$ cat src/rtl/load_store_unit_pkg.sv
// Shared encodings for the load/store path: funct3 access codes, access sizes,
// byte-enable patterns and the LSU state machine encoding.
package load_store_unit_pkg;

   // funct3 encodings (loads and stores share the low three codes)
   localparam logic [2:0] F3_BYTE   = 3'b000;  // LB / SB
   localparam logic [2:0] F3_HALF   = 3'b001;  // LH / SH
   localparam logic [2:0] F3_WORD   = 3'b010;  // LW / SW
   localparam logic [2:0] F3_BYTE_U = 3'b100;  // LBU
   localparam logic [2:0] F3_HALF_U = 3'b101;  // LHU

   // Access size carried in funct3[1:0]
   localparam logic [1:0] SIZE_BYTE = 2'b00;
   localparam logic [1:0] SIZE_HALF = 2'b01;
   localparam logic [1:0] SIZE_WORD = 2'b10;

   // Byte-enable patterns before shifting into the addressed lane
   localparam logic [3:0] BE_BYTE = 4'b0001;
   localparam logic [3:0] BE_HALF = 4'b0011;
   localparam logic [3:0] BE_WORD = 4'b1111;

   typedef enum logic [1:0] {
      ST_IDLE  = 2'd0,
      ST_BUS   = 2'd1,
      ST_RESP  = 2'd2,
      ST_FAULT = 2'd3
   } lsu_state_t;

   // Stores only have the signed-size codes; loads add the unsigned variants.
   function automatic logic funct3_legal(input logic write, input logic [2:0] f3);
      logic ok;
      ok = (f3 == F3_BYTE) || (f3 == F3_HALF) || (f3 == F3_WORD);
      if (!write) ok = ok || (f3 == F3_BYTE_U) || (f3 == F3_HALF_U);
      return ok;
   endfunction

endpackage

$ cat src/rtl/lsu_data_align.sv
// Combinational lane logic: request legality/alignment, byte enables and store
// lane replication on the request side; lane select and extension on the
// response side. The two sides have separate inputs so the response side can
// use the request fields latched when the transfer started.
module lsu_data_align
   import load_store_unit_pkg::*;
#(
   parameter int WIDTH = 32
) (
   input  logic             write,
   input  logic [2:0]       req_funct3,
   input  logic [1:0]       req_offset,
   input  logic [WIDTH-1:0] wdata,
   input  logic [2:0]       rsp_funct3,
   input  logic [1:0]       rsp_offset,
   input  logic [WIDTH-1:0] rdata,
   output logic             legal,
   output logic             aligned,
   output logic [3:0]       be,
   output logic [WIDTH-1:0] store_data,
   output logic [WIDTH-1:0] load_data
);

   logic [7:0]  byte_sel;
   logic [15:0] half_sel;

   // Request side: legality, alignment, lane enables and replicated store data
   always_comb begin
      legal      = funct3_legal(write, req_funct3);
      aligned    = 1'b0;
      be         = BE_WORD;
      store_data = wdata;
      case (req_funct3[1:0])
         SIZE_BYTE: begin
            aligned    = 1'b1;
            be         = BE_BYTE << req_offset;
            store_data = {4{wdata[7:0]}};
         end
         SIZE_HALF: begin
            aligned    = ~req_offset[0];
            be         = BE_HALF << req_offset;
            store_data = {2{wdata[15:0]}};
         end
         SIZE_WORD: begin
            aligned    = (req_offset == 2'b00);
         end
         default: begin
            aligned    = 1'b0;
         end
      endcase
   end

   // Response side: pick the addressed lane and sign- or zero-extend it
   always_comb begin
      byte_sel  = rdata[{rsp_offset, 3'b000} +: 8];
      half_sel  = rsp_offset[1] ? rdata[31:16] : rdata[15:0];
      load_data = rdata;
      case (rsp_funct3[1:0])
         SIZE_BYTE: load_data = rsp_funct3[2] ? {{(WIDTH-8){1'b0}}, byte_sel}
                                              : {{(WIDTH-8){byte_sel[7]}}, byte_sel};
         SIZE_HALF: load_data = rsp_funct3[2] ? {{(WIDTH-16){1'b0}}, half_sel}
                                              : {{(WIDTH-16){half_sel[15]}}, half_sel};
         default:   load_data = rdata;
      endcase
   end

endmodule

$ cat src/rtl/load_store_unit.sv
// Memory-access stage: turns an ALU effective address plus rs2 into a single
// req/ack bus transfer, stalls the core while it is outstanding, and returns
// the extended load result. Misaligned/illegal requests and bus timeouts are
// reported as one-cycle fault pulses. Handshake: bus_req stays high with
// stable bus_addr/bus_be/bus_wdata/bus_we for the whole transfer and the
// transfer completes on the first cycle bus_ack is seen with bus_req high.
module load_store_unit
   import load_store_unit_pkg::*;
#(
   parameter int WIDTH   = 32,
   parameter int TIMEOUT = 255
) (
   input  logic             clk,
   input  logic             rst,
   input  logic             mem_valid,
   input  logic             mem_write,
   input  logic [2:0]       funct3,
   input  logic [WIDTH-1:0] addr,
   input  logic [WIDTH-1:0] wdata,
   output logic             stall,
   output logic             done,
   output logic [WIDTH-1:0] load_data,
   output logic             fault_misaligned,
   output logic             fault_access,
   output logic             bus_req,
   output logic             bus_we,
   output logic [WIDTH-1:0] bus_addr,
   output logic [3:0]       bus_be,
   output logic [WIDTH-1:0] bus_wdata,
   input  logic [WIDTH-1:0] bus_rdata,
   input  logic             bus_ack
);

   localparam int CW = (TIMEOUT < 2) ? 1 : $clog2(TIMEOUT + 1);

   lsu_state_t       state, state_next;
   logic [CW-1:0]    count;
   logic [2:0]       funct3_q;
   logic [1:0]       offset_q;
   logic             cause_access;
   logic             legal, aligned, expired;
   logic [3:0]       be_next;
   logic [WIDTH-1:0] store_data, extracted;

   lsu_data_align #(.WIDTH(WIDTH)) u_align (
      .write      (mem_write),
      .req_funct3 (funct3),
      .req_offset (addr[1:0]),
      .wdata      (wdata),
      .rsp_funct3 (funct3_q),
      .rsp_offset (offset_q),
      .rdata      (bus_rdata),
      .legal      (legal),
      .aligned    (aligned),
      .be         (be_next),
      .store_data (store_data),
      .load_data  (extracted)
   );

   // The count holds the number of BUS cycles already spent, so expiry is
   // flagged on the TIMEOUT-th BUS cycle; an ack in that cycle still wins.
   assign expired = (TIMEOUT != 0) && (count == CW'(TIMEOUT - 1));

   // Status pulses decode straight from state so reset clears them at once
   assign bus_req          = (state == ST_BUS);
   assign done             = (state == ST_RESP);
   assign fault_misaligned = (state == ST_FAULT) && !cause_access;
   assign fault_access     = (state == ST_FAULT) &&  cause_access;

   // State register
   always_ff @(posedge clk or posedge rst) begin
      if (rst) state <= ST_IDLE;
      else     state <= state_next;
   end

   // Next-state and stall decode
   always_comb begin
      state_next = state;
      stall      = 1'b0;
      case (state)
         ST_IDLE: begin
            stall = mem_valid;
            if (mem_valid) state_next = (legal && aligned) ? ST_BUS : ST_FAULT;
         end
         ST_BUS: begin
            stall = 1'b1;
            if (bus_ack)      state_next = ST_RESP;
            else if (expired) state_next = ST_FAULT;
         end
         ST_RESP:  state_next = ST_IDLE;
         ST_FAULT: state_next = ST_IDLE;
         default:  state_next = ST_IDLE;
      endcase
   end

   // Capture the request, time the bus phase and latch load results
   always_ff @(posedge clk or posedge rst) begin
      if (rst) begin
         bus_addr     <= '0;
         bus_be       <= '0;
         bus_wdata    <= '0;
         bus_we       <= 1'b0;
         funct3_q     <= '0;
         offset_q     <= '0;
         load_data    <= '0;
         count        <= '0;
         cause_access <= 1'b0;
      end else begin
         case (state)
            ST_IDLE: begin
               count        <= '0;
               cause_access <= 1'b0;
               if (mem_valid && legal && aligned) begin
                  bus_addr  <= {addr[WIDTH-1:2], 2'b00};
                  bus_be    <= be_next;
                  bus_wdata <= store_data;
                  bus_we    <= mem_write;
                  funct3_q  <= funct3;
                  offset_q  <= addr[1:0];
               end
            end
            ST_BUS: begin
               count <= count + 1'b1;
               if (bus_ack) begin
                  if (!bus_we) load_data <= extracted;
               end else if (expired) begin
                  cause_access <= 1'b1;
               end
            end
            default: count <= '0;
         endcase
      end
   end

endmodule

$ cat config.mk
export PLATFORM = sky130hd
export DESIGN_NAME = load_store_unit
export DESIGN_NICKNAME = d
export VERILOG_FILES = /design/src/rtl/load_store_unit_pkg.sv /design/src/rtl/lsu_data_align.sv /design/src/rtl/load_store_unit.sv
export SDC_FILE = /design/constraint.sdc
export NUM_CORES = 1
export LEC_CHECK = 0
export BUFFER_PORTS_ARGS = -buffer_cell sky130_fd_sc_hd__clkbuf_2
export CORE_MARGIN = 2
export CORE_UTILIZATION = 49
export DETAILED_ROUTE_END_ITERATION = 12
export MAX_ROUTING_LAYER = met4
export PLACE_DENSITY = 0.8
export SLEW_MARGIN = 20
export SYNTH_ARGS = -nofsm -noshare
export SYNTH_HDL_FRONTEND = slang
export SYNTH_SLANG_ARGS = --single-unit
$ cat constraint.sdc
create_clock -name clk -period 4.4 [get_ports clk]
set_clock_uncertainty 0.15 [all_clocks]
set_input_delay 0.66 -clock clk [delete_from_list [all_inputs] [get_ports clk]]
set_output_delay 0.66 -clock clk [all_outputs]
set_load 0.02 [all_outputs]
==> results.cfg, run 1 <==
[final_layout]
drive_gt1_frac = 0.440
area_delta_synth_final_pct = 31.7
num_antenna_cells = 0
nets = 795
final_util = 0.664

[sta]
maxSlewViolCount = 0
setup_viol = 0
tightest_slew_ns = 1.11
fin_crit_sh = 0.574
fmax_mhz = 396
final-hold-violation-count = 0
rsz0062_at_grt = false
post-route-min-period_ns = 2.53
max_slew_margin = 0.258
fin_setup_tns_ns = 0

[synth]
yosysSeqAreaShare = 0.522
ys_warn_count = 0
yosys.area.top_type_share = 0.522
synth_xor_xnor_area_share = 0.00635
synth-compound-area-share = 0.115
synth_edf_count = 0
synthTopCellsByCount = dfrtp_1, nand2_1, o21ai_0
yosysTopAreaCell = dfrtp_1
synthArstFlopShare = 1.00
synthTopCellsByArea = dfrtp_1, mux2_4, mux2i_1
synthMuxAreaShare = 0.199
synth_area_mm2 = 0.00552
yosysMostFrequentCell = dfrtp_1
syn_area_per_cell_um2 = 11.2
synth_fa_ha_area_frac = 0.00454
ys_ff_latch = 115
yosys.area_share.simple = 0.116
ys.flop_type = dfrtp_1
synth_cells = 491
synth_cell_types = 39
synth_top_family_by_area = multiplexers

[clock_network]
cts_hold_buf = 0
htreeDepth = 4
cts_resized = 0
clock_sinks = 115
clk_latency_ns = 0.40
cts-root-buf = clkbuf_16
path_clk_slew_ns = 0.06
clock_path_buffers = 2
post-cts-setup-buffers = 0
cts_tree = built
cts_buffers = 17

[global_routing]
antenna_found_initial = 0
grt_use_total = 0.249
grt_pass1_vias = 4574
grt_pass1_wl_um = 22500
overflow = 0
grt_max_degree = 71

[pwr]
p_leak_nw = 3.80
ir_worst_vdd_v = 0.000366
cellPowerDensity_mw_per_mm2 = 791

[drt]
drt_iter0_markers = 396
ant_nets = 0
wl_per_cell_um = 17.2
finalWirelength_um = 14500
viasPerCell = 5.42
drt-pass1-iter-count = 5
num_vias = 4566
drc = 0

[worst_setup_path]
critPathArrivalTime_ns = 2.72
worst_setup_path_end_kind = register
timing_worst_setup_path_type = reg -> reg
reg2reg_from = funct3_q[1]
critPathLaunchType = register
crit_start = funct3_q[1]
required_ns = 4.59
crit_fanout = 29

[floorplanning]
rows = 38
ios = 210
coreArea_mm2 = 0.0109
dieArea_mm2 = 0.0121
initial_utilization = 0.504
fp.dieH_um = 110
die_w_um = 110

[hold_path]
min_path_type = in -> async

[placement]
hpwl_um = 10300
gp_congestion = 0.802
io_buffer_count = 207

[outcome]
status = completed

[job]
cap_viol_max_count = 0
flip-flops by register name, summed over array words and instances, names as in the netlist:
| signal | count |
|---|---|
| bus_be | 4 |
| bus_addr | 30 |
| cause_access | 1 |
| funct3_q | 3 |
| state | 2 |
| bus_we | 1 |
| count | 8 |
| offset_q | 2 |
| load_data | 32 |
| bus_wdata | 32 |
where the power goes:
group	leakage (nW)	switching, W	internal [W]
Combinational	2.08	0.00131	0.000948
Clock	0.312	0.000490	0.00104
Sequential	1.41	0.000407	0.00155
logic make-up (layout without fill, tap and decap cells):
kind of cell / after synthesis / after routing
compound gates: 101 / 101
xor+xnor: 4 / 4
fa+ha+maj: 2 / 2
buf+inv: 38 / 248
flops: 115 / 115
mux: 86 / 86
other cells: 1 / 2
simple gates: 144 / 144
per-layer routing:
metal,part of all wire,global-route usage,vias up
li1,-,-,2125
met1,0.43,0.309,2231
met2,0.49,0.400,197
met3,0.076,0.0682,13
met4,0.0091,0.0786,0
met5,0,-,-
layout make-up:
type	count	area, um2
clock buffer	20	457
multi-input combinational	339	2450
tap	140	175
fill	862	3670
sequential	115	2880
clock inverter	12	204
inverter	4	17.5
timing repair buffer	212	1090
path summary, 6_finish.rpt:
kind	to	slack, ns	depth (start not counted)
max reg2reg	load_data[6]	1.87	4
min in group clk	bus_wdata[15]	0.33	2
max	load_data[6]	1.87	4
min reg2reg	bus_wdata[15]	0.33	2
max in group asynchronous	bus_wdata[12]	3.07	3
min	bus_addr[17]	0.10	2
stage by stage:
step / area [um2] / instances / hold slack (ns) / setup WS (ns) / power (W)
floorplan: 5520 / 492 / 0.305 / 0.546 / 0.00344
global route: 7270 / 842 / 0.130 / 1.73 / 0.00607
global placement: 6610 / 810 / 0.312 / 1.81 / 0.00414
detailed placement: 6610 / 810 / 0.320 / 1.74 / 0.00423
finish: 7270 / 842 / 0.103 / 1.87 / 0.00574
CTS: 7270 / 842 / 0.108 / 1.88 / 0.00578
critical path, stage by stage (launching register included):
cell     delay [ns]
dfrtp_1        0.79
nor3b_1        0.97
a22oi_1        0.15
o21ai_0        0.24
o22a_1         0.16
layout by cell type (no fill, tap or decap), types with 2 or more instances in the layout:
master,netlist,final
a21oi_1,20,20
a22o_1,7,7
a22oi_1,15,15
and3_1,2,2
buf_4,2,4
bufinv_16,0,5
clkbuf_16,0,17
clkbuf_2,0,207
clkbuf_8,0,2
clkinv_4,0,3
clkinvlp_4,0,3
conb_1,1,2
dfrtp_1,115,115
ha_1,2,2
inv_1,4,3
mux2_2,14,14
mux2_4,44,44
mux2i_1,28,28
nand2_1,64,64
nand2b_1,3,3
nand3_1,23,23
nor2_1,39,39
nor2b_1,3,3
o21ai_0,45,45
o22a_1,7,7
or3_1,3,3
xor2_1,3,3
Power figures use the tool's default switching activity.
==> inputs of run 2 (changes only) <==
==> constraint.sdc (replaced) <==
create_clock -name clk -period 2.7 [get_ports clk]
set_clock_uncertainty 0.15 [all_clocks]
set_input_delay 0.405 -clock clk [delete_from_list [all_inputs] [get_ports clk]]
set_output_delay 0.405 -clock clk [all_outputs]
set_load 0.02 [all_outputs]
==> results.cfg, run 2 (same netlist as run 1, synthesis figures left out) <==
[final_layout]
area_delta_synth_final_pct = 31.5
nets = 802
drive_gt1_frac = 0.443
final_cell_mix = clkbuf_2, dfrtp_1, nand2_1
fillers = 889
final_common_cell = clkbuf_2
reg.largest.list = bus_wdata (32), load_data (32), bus_addr (30)
num_antenna_cells = 0

[global_routing]
overflow = 0
grt_pass1_vias = 4616
grt_max_degree = 116
grt_use_total = 0.246
antenna_found_initial = 0
grt_pass1_wl_um = 22200

[sta]
fin_setup_tns_ns = 0
post-route-min-period_ns = 2.20
final-hold-violation-count = 0
setup_viol = 0
tightest_slew_ns = 0.636
setup_ws_ns = 0.503
maxSlewViolCount = 0
fmax_mhz = 455
max_slew_margin = 0.576
fin_crit_sh = 0.814
rsz0062_at_grt = false

[drt]
drc = 0
drt-pass1-iter-count = 7
num_vias = 4599
finalWirelength_um = 14300
ant_nets = 0
drt_iter0_markers = 343
viasPerCell = 5.42
wl_per_cell_um = 16.8

[clock_network]
cts_tree = built
cts_hold_buf = 0
path_clk_slew_ns = 0.05
htreeDepth = 4
clock_sinks = 115
cts_buffers = 17
clock_path_buffers = 2
cts-root-buf = clkbuf_16
post-cts-setup-buffers = 0
clk_latency_ns = 0.40
cts_resized = 0

[pwr]
ir_worst_vdd_v = 0.000623
seq_power_share = 0.345
p_sw_w = 0.00356
p_clk_frac = 0.238
p_leak_nw = 3.80
internal-power_w = 0.00552
cellPowerDensity_mw_per_mm2 = 1250
combPwrFrac = 0.417
p_sw_frac = 0.392

[outcome]
status = completed

[worst_setup_path]
reg2reg_depth = 4
crit_start = state[1]
timing_worst_setup_path_type = reg -> reg
worstReg2RegEnd = load_data[12]
crit_end = load_data[12]
reg2reg_from = state[1]
critPathLaunchType = register
worst_setup_path_end_kind = register
critPathArrivalTime_ns = 2.29
reg2reg_slack_ns = 0.50
crit_fanout = 20
required_ns = 2.79

[floorplanning]
ios = 210
die_w_um = 110
initial_utilization = 0.504
coreArea_mm2 = 0.0109
rows = 38
fp.dieH_um = 110
dieArea_mm2 = 0.0121

[placement]
gp_congestion = 0.896
io_buffer_count = 207
pre_cts_ws_ns = 0.545
hpwl_um = 10200

[hold_path]
min_path_type = in -> async

[job]
cap_viol_max_count = 0
## run 2: power groups by stage
stage | registers, W | logic [W] | clock network, W
floorplan | 0.00387 | 0.00174 | 0
global placement | 0.00310 | 0.00370 | 0
detailed placement | 0.00313 | 0.00381 | 0
CTS | 0.00313 | 0.00381 | 0.00219
global route | 0.00324 | 0.00410 | 0.00227
finish | 0.00313 | 0.00379 | 0.00216
## run 2: how the worst min path moves through the flow
stage / start / to / slack, ns / cells after the start
2_1_floorplan: count[0] / count[0] / 0.30 / 1
3_3_place_gp: bus_wdata[24] / bus_wdata[24] / 0.31 / 2
3_5_place_dp: bus_wdata[31] / bus_wdata[31] / 0.32 / 2
4_1_cts: rst / load_data[25] / 0.05 / 3
5_1_grt: rst / load_data[19] / 0.07 / 3
6_report: rst / load_data[2] / 0.01 / 3
## run 2: metrics by stage
stage / area [um2] / hold slack [ns] / util / total power [W] / cells
final: 7260 / 0.0104 / 0.664 / 0.00909 / 849
after global routing: 7260 / 0.0651 / 0.664 / 0.00961 / 849
after CTS: 7260 / 0.0548 / 0.664 / 0.00913 / 849
after detailed placement: 6680 / 0.319 / 0.611 / 0.00693 / 817
after global placement: 6680 / 0.313 / 0.611 / 0.00680 / 817
after floorplan: 5520 / 0.305 / - / 0.00561 / 492
## run 2: worst max-delay path, stage by stage (launching register included)
cell      delay (ns)
dfrtp_1         0.44
nand2b_1        0.19
or3b_4          0.54
nor4_4          0.54
a22oi_1         0.17
## run 2: layer usage
layer	track usage	up-vias	wire length, um
li1	-	2136	-
met1	0.302	2197	5880
met2	0.394	232	6940
met3	0.0535	34	1110
met4	0.104	0	345
met5	-	-	0
## run 2: layout make-up
cell class                      count  area (um2)  share of cell area
Multi-Input combinational cell    339        2450               0.337
Tap cell                          140         175              0.0241
Inverter                            4        18.8             0.00259
Sequential cell                   115        2880               0.397
Clock buffer                       22         464              0.0640
Timing Repair Buffer              219        1160               0.160
Clock inverter                     10         108              0.0148
==> inputs of run 3 (changes only) <==
--- a/config.mk
+++ b/config.mk
@@ -5,12 +5,13 @@
 export SDC_FILE = /design/constraint.sdc
 export NUM_CORES = 1
 export LEC_CHECK = 0
+export ABC_AREA = 1
 export BUFFER_PORTS_ARGS = -buffer_cell sky130_fd_sc_hd__clkbuf_2
 export CORE_MARGIN = 2
-export CORE_UTILIZATION = 49
+export CORE_UTILIZATION = 50
 export DETAILED_ROUTE_END_ITERATION = 12
 export MAX_ROUTING_LAYER = met4
-export PLACE_DENSITY = 0.8
+export PLACE_DENSITY = 0.81
 export SLEW_MARGIN = 20
 export SYNTH_ARGS = -nofsm -noshare
 export SYNTH_HDL_FRONTEND = slang
==> constraint.sdc (replaced) <==
create_clock -name clk -period 2.2 [get_ports clk]
set_clock_uncertainty 0.15 [all_clocks]
set_input_delay 0.33 -clock clk [delete_from_list [all_inputs] [get_ports clk]]
set_output_delay 0.33 -clock clk [all_outputs]
set_load 0.02 [all_outputs]
==> results.cfg, run 3 <==
[floorplanning]
initial_utilization = 0.515
dieArea_mm2 = 0.0121
coreArea_mm2 = 0.0109
rows = 38
ios = 210
die_w_um = 110
fp.dieH_um = 110

[synth]
synth_edf_count = 0
yosys.area.top_type_share = 0.513
yosysMostFrequentCell = nand2_1
ys.flop_type = dfrtp_1
ys_ff_latch = 115
synth_cell_types = 28
synthTopCellsByArea = dfrtp_1, nand2_1, o21ai_0
synth_area_mm2 = 0.00561
yosysSeqAreaShare = 0.513
synthTopCellsByCount = nand2_1, dfrtp_1, o21ai_0
ys_warn_count = 0
synth_cells = 724
syn_area_per_cell_um2 = 7.74
yosysTopAreaCell = dfrtp_1
synthArstFlopShare = 1.00

[sta]
setup_ws_ns = 0.177
maxSlewViolCount = 0
tightest_slew_ns = 0.602
final-hold-violation-count = 0
fmax_mhz = 494
fin_crit_sh = 0.919
setup_viol = 0
max_slew_margin = 0.598
rsz0062_at_grt = false
post-route-min-period_ns = 2.02
fin_setup_tns_ns = 0

[hold_path]
min_path_type = in -> reg
worstHoldPathCells = 3
whs_endpoint = state[0]
min-delay-start = mem_valid

[pwr]
cellPowerDensity_mw_per_mm2 = 1370
p_sw_frac = 0.435
combPwrFrac = 0.434
ir_worst_vdd_v = 0.000951
seq_power_share = 0.331
p_sw_w = 0.00473
p_clk_frac = 0.235
internal-power_w = 0.00614
p_leak_nw = 4.24

[global_routing]
grt_max_degree = 116
grt_pass1_vias = 5667
antenna_found_initial = 0
overflow = 0
grt_pass1_wl_um = 26600
grt_use_total = 0.292

[worst_setup_path]
crit_fanout = 7
reg2reg_slack_ns = 0.41
timing_worst_setup_path_type = reg -> out
critPathLaunchType = register
worst_setup_path_end_kind = output pin
worstReg2RegEnd = load_data[17]
critPathArrivalTime_ns = 1.54
reg2reg_depth = 7
required_ns = 1.72
reg2reg_from = state[0]

[clock_network]
cts_buffers = 17
clk_latency_ns = 0.51
cts_tree = built
clock_path_buffers = 2
path_clk_slew_ns = 0.05
htreeDepth = 4
clock_sinks = 115
post-cts-setup-buffers = 0
cts-root-buf = clkbuf_8

[placement]
pre_cts_ws_ns = 0.457
io_buffer_count = 207
hpwl_um = 10900
gp_congestion = 0.870

[job]
cap_viol_max_count = 0

[final_layout]
fillers = 793
final_cell_mix = nand2_1, clkbuf_2, dfrtp_1
final_common_cell = nand2_1
reg.largest.list = bus_wdata (32), load_data (32), bus_addr (30)
drive_gt1_frac = 0.277
area_delta_synth_final_pct = 41.5
nets = 1093
num_antenna_cells = 0

[drt]
viasPerCell = 5.22
num_vias = 5953
finalWirelength_um = 16800
top_layer = met4
wl_per_cell_um = 14.7
drt-pass1-iter-count = 5
ant_nets = 0
met1_length_um = 7030
met2WireLength_um = 8040
wl_met3_um = 1350
drc = 0
drt_iter0_markers = 439

[outcome]
status = completed
==> run 3: kinds of logic after synthesis <==
family / after synthesis / share of synthesized area
AND/OR/NAND/NOR: 361 / 0.259
AO/OA/AOI/OAI: 163 / 0.152
XOR/XNOR: 1 / 0.00156
flip-flops: 115 / 0.513
buffers and inverters: 81 / 0.0692
other: 1 / 0.000669
adder cells (fa/ha/maj): 2 / 0.00446
==> run 3: power groups by stage <==
stage / logic (W) / clock network (W) / registers [W]
2_1_floorplan: 0.00201 / 0 / 0.00460
3_3_place_gp: 0.00451 / 0 / 0.00359
3_5_place_dp: 0.00459 / 0 / 0.00360
4_1_cts: 0.00470 / 0.00258 / 0.00359
5_1_grt: 0.00521 / 0.00269 / 0.00370
6_report: 0.00472 / 0.00255 / 0.00360
==> run 3: cell type report <==
type / instances / area [um2] / area share
well taps: 140 / 175 / 0.0221
multi-input cells: 529 / 2340 / 0.295
clock inverters: 12 / 109 / 0.0137
flip-flops and latches: 115 / 2880 / 0.363
inverters: 39 / 150 / 0.0189
repair buffers: 285 / 1830 / 0.231
clock buffers: 20 / 445 / 0.0562
==> run 3: metrics by stage <==
stage                      util  hold WS [ns]  power [W]  cells  cell area, um2
after floorplan               -         0.297    0.00661    725            5610
after global placement    0.619         0.312    0.00809   1044            6740
after detailed placement  0.619         0.321    0.00819   1044            6740
after CTS                 0.729       0.00288     0.0109   1140            7930
after global routing      0.729        0.0111     0.0116   1140            7930
final                     0.729        0.0139     0.0109   1140            7930
==> run 3: critical path, cell delays in order, from the launching register on <==
cell      delay (ns)
dfrtp_1         0.41
inv_2           0.08
nor2_4          0.18
inv_2           0.11
nand2_1         0.08
clkbuf_2        0.18
==> run 3: what timing repair did <==
item,in CTS,in global routing
gates resized for setup,0,1
hold endpoints to repair,178,0
hold buffers,64,0
setup endpoints to repair,0,1
==> run 3: worst max path at each step <==
stage	start	end	slack (ns)
2_1_floorplan	rst	bus_addr[10]	0.32
5_1_grt	state[0]	stall	0.05
3_5_place_dp	addr[1]	funct3_q[2]	0.46
4_1_cts	state[0]	stall	0.10
6_report	state[0]	stall	0.18
3_3_place_gp	addr[1]	offset_q[1]	0.51
==> run 3: metal layers <==
layer  up-vias  global-route usage
li1       2850                   -
met1      2721               0.376
met2       341               0.457
met3        41              0.0611
met4         0               0.108
met5         -                   -
